File: src/rtl/tpu_pkg.sv
// Shared definitions for the tiled-matmul sequencer.
//   state_t            : sequencer FSM states
//   drain_lat_default  : default skew/drain latency for an ARR x ARR array
//   aw_fits            : address width large enough for K*max(Mseg,Nseg)-style products
//   sel_width          : width of a row selector for ARR rows (at least 1 bit)
package tpu_pkg;

  typedef enum logic [2:0] {
    S_IDLE,
    S_LOAD,
    S_FEED,
    S_DRAIN,
    S_WRITE,
    S_NEXT,
    S_DONE
  } state_t;

  // The last A/B word needs one SRAM cycle plus 2*ARR-2 skew hops to
  // reach the far corner PE.
  function automatic int drain_lat_default(input int arr);
    return 2 * arr - 1;
  endfunction

  function automatic bit aw_fits(input int aw, input int dimw);
    return aw >= 2 * dimw;
  endfunction

  function automatic int sel_width(input int arr);
    return (arr > 1) ? $clog2(arr) : 1;
  endfunction

endpackage

File: src/rtl/tpu_tile_sequencer_if.sv
// Bundle between the tile sequencer and its surroundings.
//   Host side : start, K, M, N, order, abort -> busy, done, err
//   SRAM side : A_rd_en/A_addr, B_rd_en/B_addr, C_wr_en/C_addr
//   Array side: arr_clear, arr_feed, arr_row_sel
// master = the sequencer, slave = host/SRAM/array environment.
interface tpu_tile_sequencer_if #(
  parameter int ARR  = 4,
  parameter int DIMW = 8,
  parameter int AW   = 16
);
  import tpu_pkg::*;

  localparam int RSW = sel_width(ARR);

  logic            start;
  logic [DIMW-1:0] K;
  logic [DIMW-1:0] M;
  logic [DIMW-1:0] N;
  logic            order;
  logic            abort;
  logic            busy;
  logic            done;
  logic            err;
  logic            A_rd_en;
  logic [AW-1:0]   A_addr;
  logic            B_rd_en;
  logic [AW-1:0]   B_addr;
  logic            arr_clear;
  logic            arr_feed;
  logic [RSW-1:0]  arr_row_sel;
  logic            C_wr_en;
  logic [AW-1:0]   C_addr;

  modport master (
    input  start, K, M, N, order, abort,
    output busy, done, err,
    output A_rd_en, A_addr, B_rd_en, B_addr,
    output arr_clear, arr_feed, arr_row_sel,
    output C_wr_en, C_addr
  );

  modport slave (
    output start, K, M, N, order, abort,
    input  busy, done, err,
    input  A_rd_en, A_addr, B_rd_en, B_addr,
    input  arr_clear, arr_feed, arr_row_sel,
    input  C_wr_en, C_addr
  );

endinterface

File: src/rtl/tpu_tile_iter.sv
// Tile iterator: walks the (a,b) tile grid and keeps the SRAM base
// addresses in step using additions only.
//   clk, rst_n   : clock, async active-low reset
//   init         : return to tile (0,0) with all bases 0
//   advance      : step to the next tile
//   order        : 0 = a fastest, 1 = b fastest
//   k_dim        : K (A/B base stride per tile)
//   m_seg, n_seg : number of tiles along M and N
//   m_pad        : Mseg*ARR, C column-block stride
//   a_base, b_base, c_rowofs, c_colbase : a*K, b*K, a*ARR, b*Mseg*ARR
//   last_tile    : current tile is the final one
module tpu_tile_iter #(
  parameter int ARR  = 4,
  parameter int DIMW = 8,
  parameter int AW   = 16
) (
  input  logic          clk,
  input  logic          rst_n,
  input  logic          init,
  input  logic          advance,
  input  logic          order,
  input  logic [DIMW-1:0] k_dim,
  input  logic [DIMW:0] m_seg,
  input  logic [DIMW:0] n_seg,
  input  logic [AW-1:0] m_pad,
  output logic [AW-1:0] a_base,
  output logic [AW-1:0] b_base,
  output logic [AW-1:0] c_rowofs,
  output logic [AW-1:0] c_colbase,
  output logic          last_tile
);

  logic [DIMW:0] a_idx;
  logic [DIMW:0] b_idx;
  logic          a_wrap;
  logic          b_wrap;
  logic [AW-1:0] k_step;

  assign k_step    = AW'(k_dim);
  assign a_wrap    = (a_idx == m_seg - (DIMW+1)'(1));
  assign b_wrap    = (b_idx == n_seg - (DIMW+1)'(1));
  assign last_tile = a_wrap && b_wrap;

  // Tile counters and their base registers move together: the fast index
  // wraps to 0 (clearing its bases) and the slow index steps by one stride.
  always_ff @(posedge clk or negedge rst_n) begin
    if (!rst_n) begin
      a_idx     <= '0;
      b_idx     <= '0;
      a_base    <= '0;
      b_base    <= '0;
      c_rowofs  <= '0;
      c_colbase <= '0;
    end else if (init) begin
      a_idx     <= '0;
      b_idx     <= '0;
      a_base    <= '0;
      b_base    <= '0;
      c_rowofs  <= '0;
      c_colbase <= '0;
    end else if (advance) begin
      if (!order) begin
        if (a_wrap) begin
          a_idx     <= '0;
          a_base    <= '0;
          c_rowofs  <= '0;
          b_idx     <= b_idx + (DIMW+1)'(1);
          b_base    <= b_base + k_step;
          c_colbase <= c_colbase + m_pad;
        end else begin
          a_idx    <= a_idx + (DIMW+1)'(1);
          a_base   <= a_base + k_step;
          c_rowofs <= c_rowofs + AW'(ARR);
        end
      end else begin
        if (b_wrap) begin
          b_idx     <= '0;
          b_base    <= '0;
          c_colbase <= '0;
          a_idx     <= a_idx + (DIMW+1)'(1);
          a_base    <= a_base + k_step;
          c_rowofs  <= c_rowofs + AW'(ARR);
        end else begin
          b_idx     <= b_idx + (DIMW+1)'(1);
          b_base    <= b_base + k_step;
          c_colbase <= c_colbase + m_pad;
        end
      end
    end
  end

endmodule

File: src/rtl/tpu_tile_sequencer.sv
// Tiled matmul controller for an ARR x ARR output-stationary array.
// Per tile: clear, K feed reads of A/B, DRAIN_LAT wait, ARR C row writes.
//   clk, rst_n : clock, async active-low reset
//   bus        : host handshake, A/B/C SRAM ports and array controls
module tpu_tile_sequencer
  import tpu_pkg::*;
#(
  parameter int ARR       = 4,
  parameter int DIMW      = 8,
  parameter int AW        = 16,
  parameter int DRAIN_LAT = drain_lat_default(ARR)
) (
  input  logic                 clk,
  input  logic                 rst_n,
  tpu_tile_sequencer_if.master bus
);

  localparam int RSW = sel_width(ARR);
  localparam int CW  = DIMW + $clog2(ARR + DRAIN_LAT + 1);

  if (!aw_fits(AW, DIMW)) begin : g_aw_check
    $error("tpu_tile_sequencer: AW must be at least 2*DIMW");
  end

  state_t          state_q;
  state_t          state_d;
  logic [CW-1:0]   cnt;
  logic [DIMW-1:0] k_dim;
  logic [DIMW:0]   m_seg;
  logic [DIMW:0]   n_seg;
  logic [AW-1:0]   m_pad;
  logic            order_q;
  logic            err_q;
  logic            feed_q;

  logic [DIMW:0]   m_round;
  logic [DIMW:0]   n_round;
  logic [DIMW:0]   m_seg_w;
  logic [DIMW:0]   n_seg_w;
  logic            start_ok;
  logic            zero_dim;
  logic            in_busy;
  logic [CW-1:0]   k_last;

  logic [AW-1:0]   a_base;
  logic [AW-1:0]   b_base;
  logic [AW-1:0]   c_rowofs;
  logic [AW-1:0]   c_colbase;
  logic            last_tile;

  // Ceiling division by the constant array size; partial edge tiles are padded.
  assign m_round  = {1'b0, bus.M} + (DIMW+1)'(ARR - 1);
  assign n_round  = {1'b0, bus.N} + (DIMW+1)'(ARR - 1);
  assign m_seg_w  = m_round / (DIMW+1)'(ARR);
  assign n_seg_w  = n_round / (DIMW+1)'(ARR);

  assign start_ok = (state_q == S_IDLE) && bus.start;
  assign zero_dim = (k_dim == '0) || (m_seg == '0) || (n_seg == '0);
  assign in_busy  = (state_q == S_LOAD) || (state_q == S_FEED) || (state_q == S_DRAIN) ||
                    (state_q == S_WRITE) || (state_q == S_NEXT);
  assign k_last   = CW'(k_dim) - CW'(1);

  tpu_tile_iter #(
    .ARR  (ARR),
    .DIMW (DIMW),
    .AW   (AW)
  ) u_iter (
    .clk       (clk),
    .rst_n     (rst_n),
    .init      (state_q == S_LOAD),
    .advance   (state_q == S_NEXT),
    .order     (order_q),
    .k_dim     (k_dim),
    .m_seg     (m_seg),
    .n_seg     (n_seg),
    .m_pad     (m_pad),
    .a_base    (a_base),
    .b_base    (b_base),
    .c_rowofs  (c_rowofs),
    .c_colbase (c_colbase),
    .last_tile (last_tile)
  );

  // State register.
  always_ff @(posedge clk or negedge rst_n) begin
    if (!rst_n) state_q <= S_IDLE;
    else        state_q <= state_d;
  end

  // Job parameters are latched on an accepted start; err is sticky and only
  // cleared there. An abort in LOAD leaves err untouched.
  always_ff @(posedge clk or negedge rst_n) begin
    if (!rst_n) begin
      k_dim   <= '0;
      m_seg   <= '0;
      n_seg   <= '0;
      m_pad   <= '0;
      order_q <= 1'b0;
      err_q   <= 1'b0;
    end else if (start_ok) begin
      k_dim   <= bus.K;
      m_seg   <= m_seg_w;
      n_seg   <= n_seg_w;
      // Constant scale by the array size, computed once per job.
      m_pad   <= AW'(m_seg_w) * AW'(ARR);
      order_q <= bus.order;
      err_q   <= 1'b0;
    end else if ((state_q == S_LOAD) && zero_dim && !bus.abort) begin
      err_q   <= 1'b1;
    end
  end

  // One shared phase counter (k, drain, r); it restarts on every state change.
  always_ff @(posedge clk or negedge rst_n) begin
    if (!rst_n)                  cnt <= '0;
    else if (state_d != state_q) cnt <= '0;
    else                         cnt <= cnt + CW'(1);
  end

  // SRAM data lands one cycle after the read; the abort gate keeps every
  // enable low from the cycle after an abort.
  always_ff @(posedge clk or negedge rst_n) begin
    if (!rst_n) feed_q <= 1'b0;
    else        feed_q <= (state_q == S_FEED) && !bus.abort;
  end

  // Next-state logic; abort overrides everything in the busy states.
  always_comb begin
    state_d = state_q;
    unique case (state_q)
      S_IDLE:  if (bus.start) state_d = S_LOAD;
      S_LOAD:  state_d = zero_dim ? S_DONE : S_FEED;
      S_FEED:  if (cnt == k_last) state_d = S_DRAIN;
      S_DRAIN: if (cnt == CW'(DRAIN_LAT - 1)) state_d = S_WRITE;
      S_WRITE: if (cnt == CW'(ARR - 1)) state_d = last_tile ? S_DONE : S_NEXT;
      S_NEXT:  state_d = S_FEED;
      S_DONE:  state_d = S_IDLE;
      default: state_d = S_IDLE;
    endcase
    if (in_busy && bus.abort) state_d = S_IDLE;
  end

  // Moore outputs; addresses are held at 0 whenever their enable is low.
  always_comb begin
    bus.busy        = in_busy;
    bus.done        = 1'b0;
    bus.A_rd_en     = 1'b0;
    bus.A_addr      = '0;
    bus.B_rd_en     = 1'b0;
    bus.B_addr      = '0;
    bus.arr_clear   = 1'b0;
    bus.arr_row_sel = '0;
    bus.C_wr_en     = 1'b0;
    bus.C_addr      = '0;
    unique case (state_q)
      S_LOAD:  bus.arr_clear = !zero_dim;
      S_FEED: begin
        bus.A_rd_en = 1'b1;
        bus.B_rd_en = 1'b1;
        bus.A_addr  = a_base + AW'(cnt);
        bus.B_addr  = b_base + AW'(cnt);
      end
      S_WRITE: begin
        bus.C_wr_en     = 1'b1;
        bus.arr_row_sel = cnt[RSW-1:0];
        bus.C_addr      = c_colbase + c_rowofs + AW'(cnt);
      end
      S_NEXT:  bus.arr_clear = 1'b1;
      S_DONE:  bus.done = 1'b1;
      default: ;
    endcase
  end

  assign bus.err      = err_q;
  assign bus.arr_feed = feed_q;

endmodule

File: src/flat_wrapper.sv
// flat-port wrapper written by rule: the top's interface ports become plain ports
module tpu_tile_sequencer_flat import tpu_pkg::*;
#(
  parameter int ARR       = 4,
  parameter int DIMW      = 8,
  parameter int AW        = 16,
  parameter int DRAIN_LAT = drain_lat_default(ARR)
)
  (clk, rst_n, bus_start, bus_K, bus_M, bus_N, bus_order, bus_abort, bus_busy, bus_done, bus_err, bus_A_rd_en, bus_A_addr, bus_B_rd_en, bus_B_addr, bus_arr_clear, bus_arr_feed, bus_arr_row_sel, bus_C_wr_en, bus_C_addr);
  tpu_tile_sequencer_if #(.ARR(ARR), .DIMW(DIMW), .AW(AW)) bus_i ();
  input  logic clk;
  input  logic rst_n;
  input wire logic [$bits(bus_i.start)-1:0] bus_start;
  input wire logic [$bits(bus_i.K)-1:0] bus_K;
  input wire logic [$bits(bus_i.M)-1:0] bus_M;
  input wire logic [$bits(bus_i.N)-1:0] bus_N;
  input wire logic [$bits(bus_i.order)-1:0] bus_order;
  input wire logic [$bits(bus_i.abort)-1:0] bus_abort;
  output wire logic [$bits(bus_i.busy)-1:0] bus_busy;
  output wire logic [$bits(bus_i.done)-1:0] bus_done;
  output wire logic [$bits(bus_i.err)-1:0] bus_err;
  output wire logic [$bits(bus_i.A_rd_en)-1:0] bus_A_rd_en;
  output wire logic [$bits(bus_i.A_addr)-1:0] bus_A_addr;
  output wire logic [$bits(bus_i.B_rd_en)-1:0] bus_B_rd_en;
  output wire logic [$bits(bus_i.B_addr)-1:0] bus_B_addr;
  output wire logic [$bits(bus_i.arr_clear)-1:0] bus_arr_clear;
  output wire logic [$bits(bus_i.arr_feed)-1:0] bus_arr_feed;
  output wire logic [$bits(bus_i.arr_row_sel)-1:0] bus_arr_row_sel;
  output wire logic [$bits(bus_i.C_wr_en)-1:0] bus_C_wr_en;
  output wire logic [$bits(bus_i.C_addr)-1:0] bus_C_addr;
  assign bus_i.start = bus_start;
  assign bus_i.K = bus_K;
  assign bus_i.M = bus_M;
  assign bus_i.N = bus_N;
  assign bus_i.order = bus_order;
  assign bus_i.abort = bus_abort;
  assign bus_busy = bus_i.busy;
  assign bus_done = bus_i.done;
  assign bus_err = bus_i.err;
  assign bus_A_rd_en = bus_i.A_rd_en;
  assign bus_A_addr = bus_i.A_addr;
  assign bus_B_rd_en = bus_i.B_rd_en;
  assign bus_B_addr = bus_i.B_addr;
  assign bus_arr_clear = bus_i.arr_clear;
  assign bus_arr_feed = bus_i.arr_feed;
  assign bus_arr_row_sel = bus_i.arr_row_sel;
  assign bus_C_wr_en = bus_i.C_wr_en;
  assign bus_C_addr = bus_i.C_addr;
  tpu_tile_sequencer #(.ARR(ARR), .DIMW(DIMW), .AW(AW), .DRAIN_LAT(DRAIN_LAT)) u_core (.clk(clk), .rst_n(rst_n), .bus(bus_i));
endmodule
File: config.mk
export PLATFORM = sky130hd
export DESIGN_NAME = tpu_tile_sequencer_flat
export DESIGN_NICKNAME = d
export VERILOG_FILES = /design/src/rtl/tpu_pkg.sv /design/src/rtl/tpu_tile_sequencer_if.sv /design/src/rtl/tpu_tile_iter.sv /design/src/rtl/tpu_tile_sequencer.sv /design/src/flat_wrapper.sv
export SDC_FILE = /design/constraint.sdc
export NUM_CORES = 1
export LEC_CHECK = 0
export CORE_ASPECT_RATIO = 0.7
export CORE_MARGIN = 3
export CORE_UTILIZATION = 55
export CTS_CLUSTER_SIZE = 28
export DETAILED_ROUTE_END_ITERATION = 7
export PLACE_DENSITY_LB_ADDON = 0.12
export SLEW_MARGIN = 20
export SYNTH_ARGS = -nofsm -noshare
export SYNTH_HDL_FRONTEND = slang
export SYNTH_HIERARCHICAL = 1
export SYNTH_SLANG_ARGS = --single-unit
File: constraint.sdc
create_clock -name clk -period 6.9 [get_ports clk]
set_input_delay 1.035 -clock clk [delete_from_list [all_inputs] [get_ports clk]]
set_output_delay 1.035 -clock clk [all_outputs]
set_load 0.05 [all_outputs]
==> flow_metrics.env, run 1 <==
export IMPL_status="finished clean"
export IMPL_h_tree_depth=4
export IMPL_core_region_area_sq_mm=0.0182
export IMPL_clock_sinks=120
export IMPL_io_buffers=86
export IMPL_rsz0062_at_grt="no"
export IMPL_reg2reg_depth=10
export IMPL_r2r_start="u_core/m_pad[2]"
export IMPL_tightestPinTransition_ns=0.968
export IMPL_first_pass_iters=7
export IMPL_slew_violations=0
export IMPL_min_path_type="flop to flop"
export IMPL_synth_edf_count=0
export IMPL_root_buffer="clkbuf_16"
export IMPL_clock_skew_final_ns=0.00683
export IMPL_area_delta_synth_final_pct=16.9
export IMPL_start_kind="flop"
export IMPL_drive_gt1_share_pct=5.03
export IMPL_whs_ns=0.521
export IMPL_drc_errors=0
export IMPL_crit_arrival_ns=4.47
export IMPL_ctsResizeCount=0
export IMPL_drt_iter0_drc=719
export IMPL_grt_max_degree=74
export IMPL_cts_buffer_depth=2
export IMPL_grt_pass1_wl_microns=45500
export IMPL_r2r_end="u_core/u_iter/a_base[9]"
export IMPL_numCtsBuffers=17
export IMPL_synthCells=1196
export IMPL_clock_fmax_mhz=182
export IMPL_syn_avg_cell_area_sq_um=8.58
export IMPL_antenna_found_initial=1
export IMPL_vdd_drop_max_mv=0.244
export IMPL_start_util_pct=56.5
export IMPL_tns_ns=0
export IMPL_hold_violations=0
export IMPL_routed_wl_microns=27900
export IMPL_first_global_vias=8777
export IMPL_post_cts_setup_buffers=0
export IMPL_place_gp_congestion=0.896
export IMPL_yosysSeqAreaShare_pct=29.2
export IMPL_grt_usage_pct=27.6
export IMPL_wire_per_inst_microns=18.3
export IMPL_final_core_util_pct=66.1
export IMPL_end_kind="primary output"
export IMPL_antenna_left=0
export IMPL_num_antenna_cells=0
export IMPL_clk_pin_slew_ns=0.05
export IMPL_syn_area_sq_mm=0.0103
export IMPL_gr_total_overflow=0
export IMPL_fin_nets=1408
export IMPL_tritoncts="yes"
export IMPL_hpwl_microns=20400
export IMPL_worstHoldStart="u_core/u_iter/b_base[6]"
export IMPL_num_rows=41
export IMPL_synth_warnings=6
export IMPL_power_density_mw_per_mm2=407
export IMPL_hold_depth=2
export IMPL_synth_flop_cell="dfrtp_1"
export IMPL_relSlewSlack_pct=35.5
export IMPL_leakage_uw=0.00539
export IMPL_setup_violations=0
export IMPL_fillers=1519
export IMPL_ys_types=76
export IMPL_postSynthRegisterBits=120
export IMPL_path_class="flop to primary output"
export IMPL_critPathRequiredTime_ns=5.86
export IMPL_die_h_microns=120
export IMPL_hold_path_end="u_core/u_iter/b_base[6]"
export IMPL_period_share_pct=79.8
export IMPL_cap_violations=0
export IMPL_hold_buffers=0
export IMPL_fin_crit_ns=5.50
export IMPL_die_w_microns=169
export IMPL_regToRegSetupSlack_ns=3.12
export IMPL_dieArea_sq_mm=0.0204
export IMPL_routed_via_density=6.15
export IMPL_async_flop_share_pct=100
export IMPL_io_pins=87
export IMPL_worstPathMaxFanout=11
export IMPL_vias=9398
export IMPL_clk_insertion_delay_late_ns=0.43
## metrics by stage
stage	cell area (sq um)	setup WS [ns]	instances	total power, uW
2_1_floorplan	10300	2.45	1213	3150
3_3_place_gp	11300	1.94	1498	3750
3_5_place_dp	11300	1.90	1498	3820
4_1_cts	12000	1.43	1528	4850
5_1_grt	12000	1.14	1528	5240
6_report	12000	1.40	1528	4890
## power by group
group | internal [uW] | switching (uW) | leakage, uW
clock | 681 | 322 | 0.000313
combinational | 1040 | 1550 | 0.00350
sequential | 909 | 384 | 0.00157
## synthesized netlist by cell type (all sizes together) (9+ instances only)
| library cell | count | area [sq um] |
|---|---|---|
| a211oi | 25 | 188 |
| fa | 18 | 360 |
| nor3 | 38 | 195 |
| nor2b | 16 | 100 |
| xnor2 | 60 | 526 |
| a21o | 38 | 285 |
| and2 | 9 | 56.3 |
| and3 | 29 | 181 |
| inv | 32 | 120 |
| buf | 18 | 109 |
| nand3 | 33 | 165 |
| or3 | 9 | 56.3 |
| nor2 | 107 | 404 |
| nand4 | 14 | 87.6 |
| dfrtp | 120 | 3000 |
| o31ai | 24 | 180 |
| o21bai | 15 | 113 |
| a21oi | 46 | 230 |
| o21ai | 96 | 480 |
| clkbuf | 28 | 105 |
| a31oi | 16 | 100 |
| a22o | 36 | 315 |
| xor2 | 43 | 377 |
| nand2 | 123 | 462 |
| o21a | 14 | 105 |
| ha | 80 | 1000 |
## worst max-delay path by stage
stage / startpoint / end / slack, ns / depth (start not counted)
2_1_floorplan: u_core/cnt[2] / bus_C_addr[14] / 2.45 / 8
3_3_place_gp: u_core/cnt[1] / bus_C_addr[15] / 1.94 / 10
3_5_place_dp: u_core/cnt[1] / bus_C_addr[13] / 1.90 / 10
4_1_cts: u_core/cnt[1] / bus_C_addr[13] / 1.43 / 10
5_1_grt: u_core/cnt[1] / bus_C_addr[13] / 1.14 / 10
6_report: u_core/cnt[1] / bus_C_addr[13] / 1.40 / 10
## sequential cells by signal, indices dropped and copies added (netlist names), 3 cells and up
signal                   count
u_core/u_iter/a_base        16
u_core/u_iter/b_base        16
u_core/u_iter/c_colbase     16
u_core/u_iter/c_rowofs      14
u_core/cnt                  12
u_core/u_iter/a_idx          9
u_core/u_iter/b_idx          9
u_core/k_dim                 8
u_core/m_pad                 7
u_core/n_seg                 7
u_core/state_q               3
## worst max-delay path, cell delays in order (launching register included)
cell             delay, ns
dfrtp_1               0.67
fa_1                  0.49
ha_1                  0.25
fa_1                  0.44
a211oi_1              0.49
o21bai_1              0.18
a32oi_1               0.33
a21oi_1               0.13
xnor2_1               0.14
nor2_1                0.09
clkdlybuf4s50_1       0.82
## cells by family after synthesis
logic type      count (synthesis)  share of synthesized area (%)
flops                         120                           29.2
mux                             5                          0.500
buf+inv                        78                           3.25
other cells                     2                         0.0731
simple gates                  422                           20.0
xor+xnor                      103                           8.79
fa+ha+maj                      98                           13.3
compound gates                368                           24.9
## cell type report
| class | count | area, sq um | share of cell area (%) |
|---|---|---|---|
| Timing Repair Buffer | 95 | 926 | 7.71 |
| Inverter | 32 | 120 | 1.00 |
| Multi-Input combinational cell | 1015 | 7010 | 58.4 |
| Sequential cell | 120 | 3000 | 25.0 |
| Clock buffer | 21 | 450 | 3.75 |
| Tap cell | 236 | 295 | 2.46 |
| Clock inverter | 9 | 198 | 1.65 |
## layout by cell type, fill, tap and decap left out, drive strengths merged, types with 6 or more instances in the layout
cell type      instances
nand2                123
dfrtp                120
nor2                 107
o21ai                 96
clkdlybuf4s50         85
ha                    80
xnor2                 60
a21oi                 46
xor2                  43
a21o                  38
nor3                  38
a22o                  36
nand3                 33
inv                   32
and3                  29
a211oi                25
o31ai                 24
clkbuf                21
conb                  19
fa                    18
nor2b                 16
a31oi                 16
o21bai                15
nand4                 14
o21a                  14
buf                   10
or3                    9
and2                   9
nand2b                 8
or4                    8
nor4                   8
or2                    7
bufinv                 6
o211ai                 6
## metal layers
layer	routed length (microns)	global-route usage (%)	vias to the layer above
met5	13	0	-
met2	11900	40.1	316
met4	317	7.61	2
met3	1800	5.26	32
met1	13900	42.1	4501
li1	-	-	4547
No activity file was read; power rests on OpenSTA's default activity.
==> inputs of run 2 (changes only) <==
Clock period 6.9 ns to 5.1 ns, I/O delays scaled along.
==> run 2 against run 1 <==
  * First-iteration DRC count increased by 18%
  * Cell count increased by 0.79%
  * Register-to-register slack got worse by 1.7 ns
  * Worst hold slack got worse by 0.073 ns
  * Clock skew increased by 0.0040 ns
  * Sequential share of layout area decreased by 0.15 points
  * Global-route usage increased by 0.47 points
  * Utilization increased by 0.39 points
  * Wire length increased by 0.74%
  * Largest power group unchanged
==> flow_metrics.env, run 2 (synthesized netlist as in run 1, its figures left out) <==
export IMPL_hpwl_microns=20000
export IMPL_vias=9502
export IMPL_status="finished clean"
export IMPL_fin_crit_ns=4.93
export IMPL_gr_total_overflow=0
export IMPL_drt_iter0_drc=848
export IMPL_leakage_uw=0.00551
export IMPL_place_gp_congestion=0.909
export IMPL_grt_usage_pct=28.1
export IMPL_core_region_area_sq_mm=0.0182
export IMPL_cpMaxStageDelayCell="clkdlybuf4s50_1"
export IMPL_num_antenna_cells=0
export IMPL_wire_per_inst_microns=18.3
export IMPL_p_seq_share_pct=26.3
export IMPL_cpPeakStageDelay_ns=0.82
export IMPL_cellInternalPower_uw=3470
export IMPL_vdd_drop_max_mv=0.323
export IMPL_crit_arrival_ns=4.17
export IMPL_tns_ns=0
export IMPL_reg_top3="u_core/u_iter/a_base x16, u_core/u_iter/b_base x16, u_core/u_iter/c_colbase x16"
export IMPL_relSlewSlack_pct=40.6
export IMPL_tritoncts="yes"
export IMPL_clk_pin_slew_ns=0.06
export IMPL_path_class="flop to primary output"
export IMPL_post_cts_setup_buffers=0
export IMPL_crit_chain="fa_1 > ha_1 > fa_1 > a211oi_1 > o21bai_1 > and2_1 > a21oi_1 > xor2_1 > nor2_1 > clkdlybuf4s50_1"
export IMPL_end_kind="primary output"
export IMPL_dr_wl_met3_microns=2260
export IMPL_root_buffer="clkbuf_16"
export IMPL_fin_nets=1418
export IMPL_routed_via_density=6.17
export IMPL_dpl_cell_area_sq_mm=0.0114
export IMPL_clock_sinks=120
export IMPL_period_share_pct=96.8
export IMPL_io_pins=87
export IMPL_drive_gt1_share_pct=6.06
export IMPL_num_rows=41
export IMPL_first_pass_iters=6
export IMPL_grt_pass1_wl_microns=46300
export IMPL_routed_wl_microns=28200
export IMPL_first_global_vias=8866
export IMPL_clk_insertion_delay_late_ns=0.42
export IMPL_die_h_microns=120
export IMPL_h_tree_depth=4
export IMPL_top_layer_used="met4"
export IMPL_wl_met1_microns=13900
export IMPL_dieArea_sq_mm=0.0204
export IMPL_start_util_pct=56.5
export IMPL_io_buffers=86
export IMPL_tightestPinTransition_ns=0.869
export IMPL_cp_common_cell="fa_1"
export IMPL_worst_path_buf_inv=1
export IMPL_p_total_uw=6570
export IMPL_layout_common_cells="nand2_1, dfrtp_1, nor2_1"
export IMPL_seq_area_sq_mm=0.00300
export IMPL_min_path_type="primary input to asynchronous set/reset pin"
export IMPL_rsz0062_at_grt="no"
export IMPL_hold_violations=0
export IMPL_setup_violations=0
export IMPL_p_comb_share_pct=53.4
export IMPL_p_clk_share_pct=20.3
export IMPL_cts_buffer_depth=2
export IMPL_numCtsBuffers=17
export IMPL_slew_violations=0
export IMPL_cap_violations=0
export IMPL_worstPathMaxFanout=9
export IMPL_die_w_microns=169
export IMPL_area_delta_synth_final_pct=17.6
export IMPL_netSwitchingPower_uw=3110
export IMPL_clock_skew_final_ns=0.0108
export IMPL_antenna_left=0
export IMPL_power_density_mw_per_mm2=545
export IMPL_drc_errors=0
export IMPL_final_common_cell="nand2_1"
export IMPL_hold_buffers=0
export IMPL_start_kind="flop"
export IMPL_clock_fmax_mhz=203
export IMPL_fillers=1486
export IMPL_switching_share_pct=47.3
export IMPL_multi_input_area_sq_mm=0.00700
export IMPL_grt_max_degree=63
export IMPL_antenna_found_initial=0
export IMPL_cp_top_family="adder cells"
export IMPL_critPathRequiredTime_ns=4.34
export IMPL_met2_length_microns=11600
export IMPL_design_area_sq_mm=0.0121
run 2: repair_timing:
action                                 CTS  global route
resized for setup                        0             4
setup endpoints to repair                0             4
endpoints found under the hold margin    0             0
run 2: path summary, 6_finish.rpt:
| check | startpoint | end | slack [ns] | depth (start not counted) |
|---|---|---|---|---|
| max | u_core/cnt[0] | bus_C_addr[9] | 0.17 | 10 |
| min | rst_n | u_core/u_iter/a_base[13] | 0.45 | 1 |
| max reg2reg | u_core/m_pad[2] | u_core/cnt[8] | 1.39 | 13 |
| min reg2reg | u_core/u_iter/b_base[2] | u_core/u_iter/b_base[2] | 0.53 | 2 |
| max in group asynchronous | rst_n | u_core/u_iter/c_rowofs[3] | 3.62 | 2 |
| min in group clk | u_core/u_iter/b_base[2] | u_core/u_iter/b_base[2] | 0.53 | 2 |
run 2: per-layer routing:
layer  global-route usage (%)  vias to the layer above
met5                        0                        -
met2                     40.2                      368
li1                         -                     4578
met1                     43.5                     4526
met4                     5.41                        0
met3                     6.44                       30
run 2: worst register-to-register path: stages (launching register included):
cell       delay, ns
dfrtp_1         0.57
inv_1           0.10
ha_1            0.28
nor3b_2         0.23
a2111oi_2       0.32
o32ai_1         0.18
a2111oi_4       0.50
and4_1          0.36
and3b_1         0.23
nand4b_1        0.14
a2bb2oi_1       0.17
a32oi_1         0.11
o211ai_2        0.25
nor2_1          0.13
run 2: layout make-up:
type                       instances  share of cell area, %
tap                              236                   2.45
timing repair buffer             105                   8.37
inverter                          32                  0.995
multi-input combinational       1015                   58.0
clock buffer                      17                   3.52
sequential                       120                   24.9
clock inverter                    15                   1.77
run 2: through the flow:
step                      utilization (%)  hold WS, ns  worst slack (ns)  cells
after global routing                 66.5        0.509            0.0164   1540
after floorplan                         -        0.458             0.920   1213
final                                66.5        0.449             0.166   1540
after CTS                            66.4        0.481            0.0705   1540
after global placement               62.9        0.500             0.544   1508
after detailed placement             62.9        0.514             0.529   1508
run 2: power groups by stage:
stage / Clock, uW / Sequential [uW] / Combinational [uW]
6_report: 1330 / 1730 / 3510
3_3_place_gp: 0 / 1720 / 3350
5_1_grt: 1390 / 1790 / 3880
2_1_floorplan: 0 / 1580 / 2690
3_5_place_dp: 0 / 1740 / 3410
4_1_cts: 1340 / 1720 / 3450
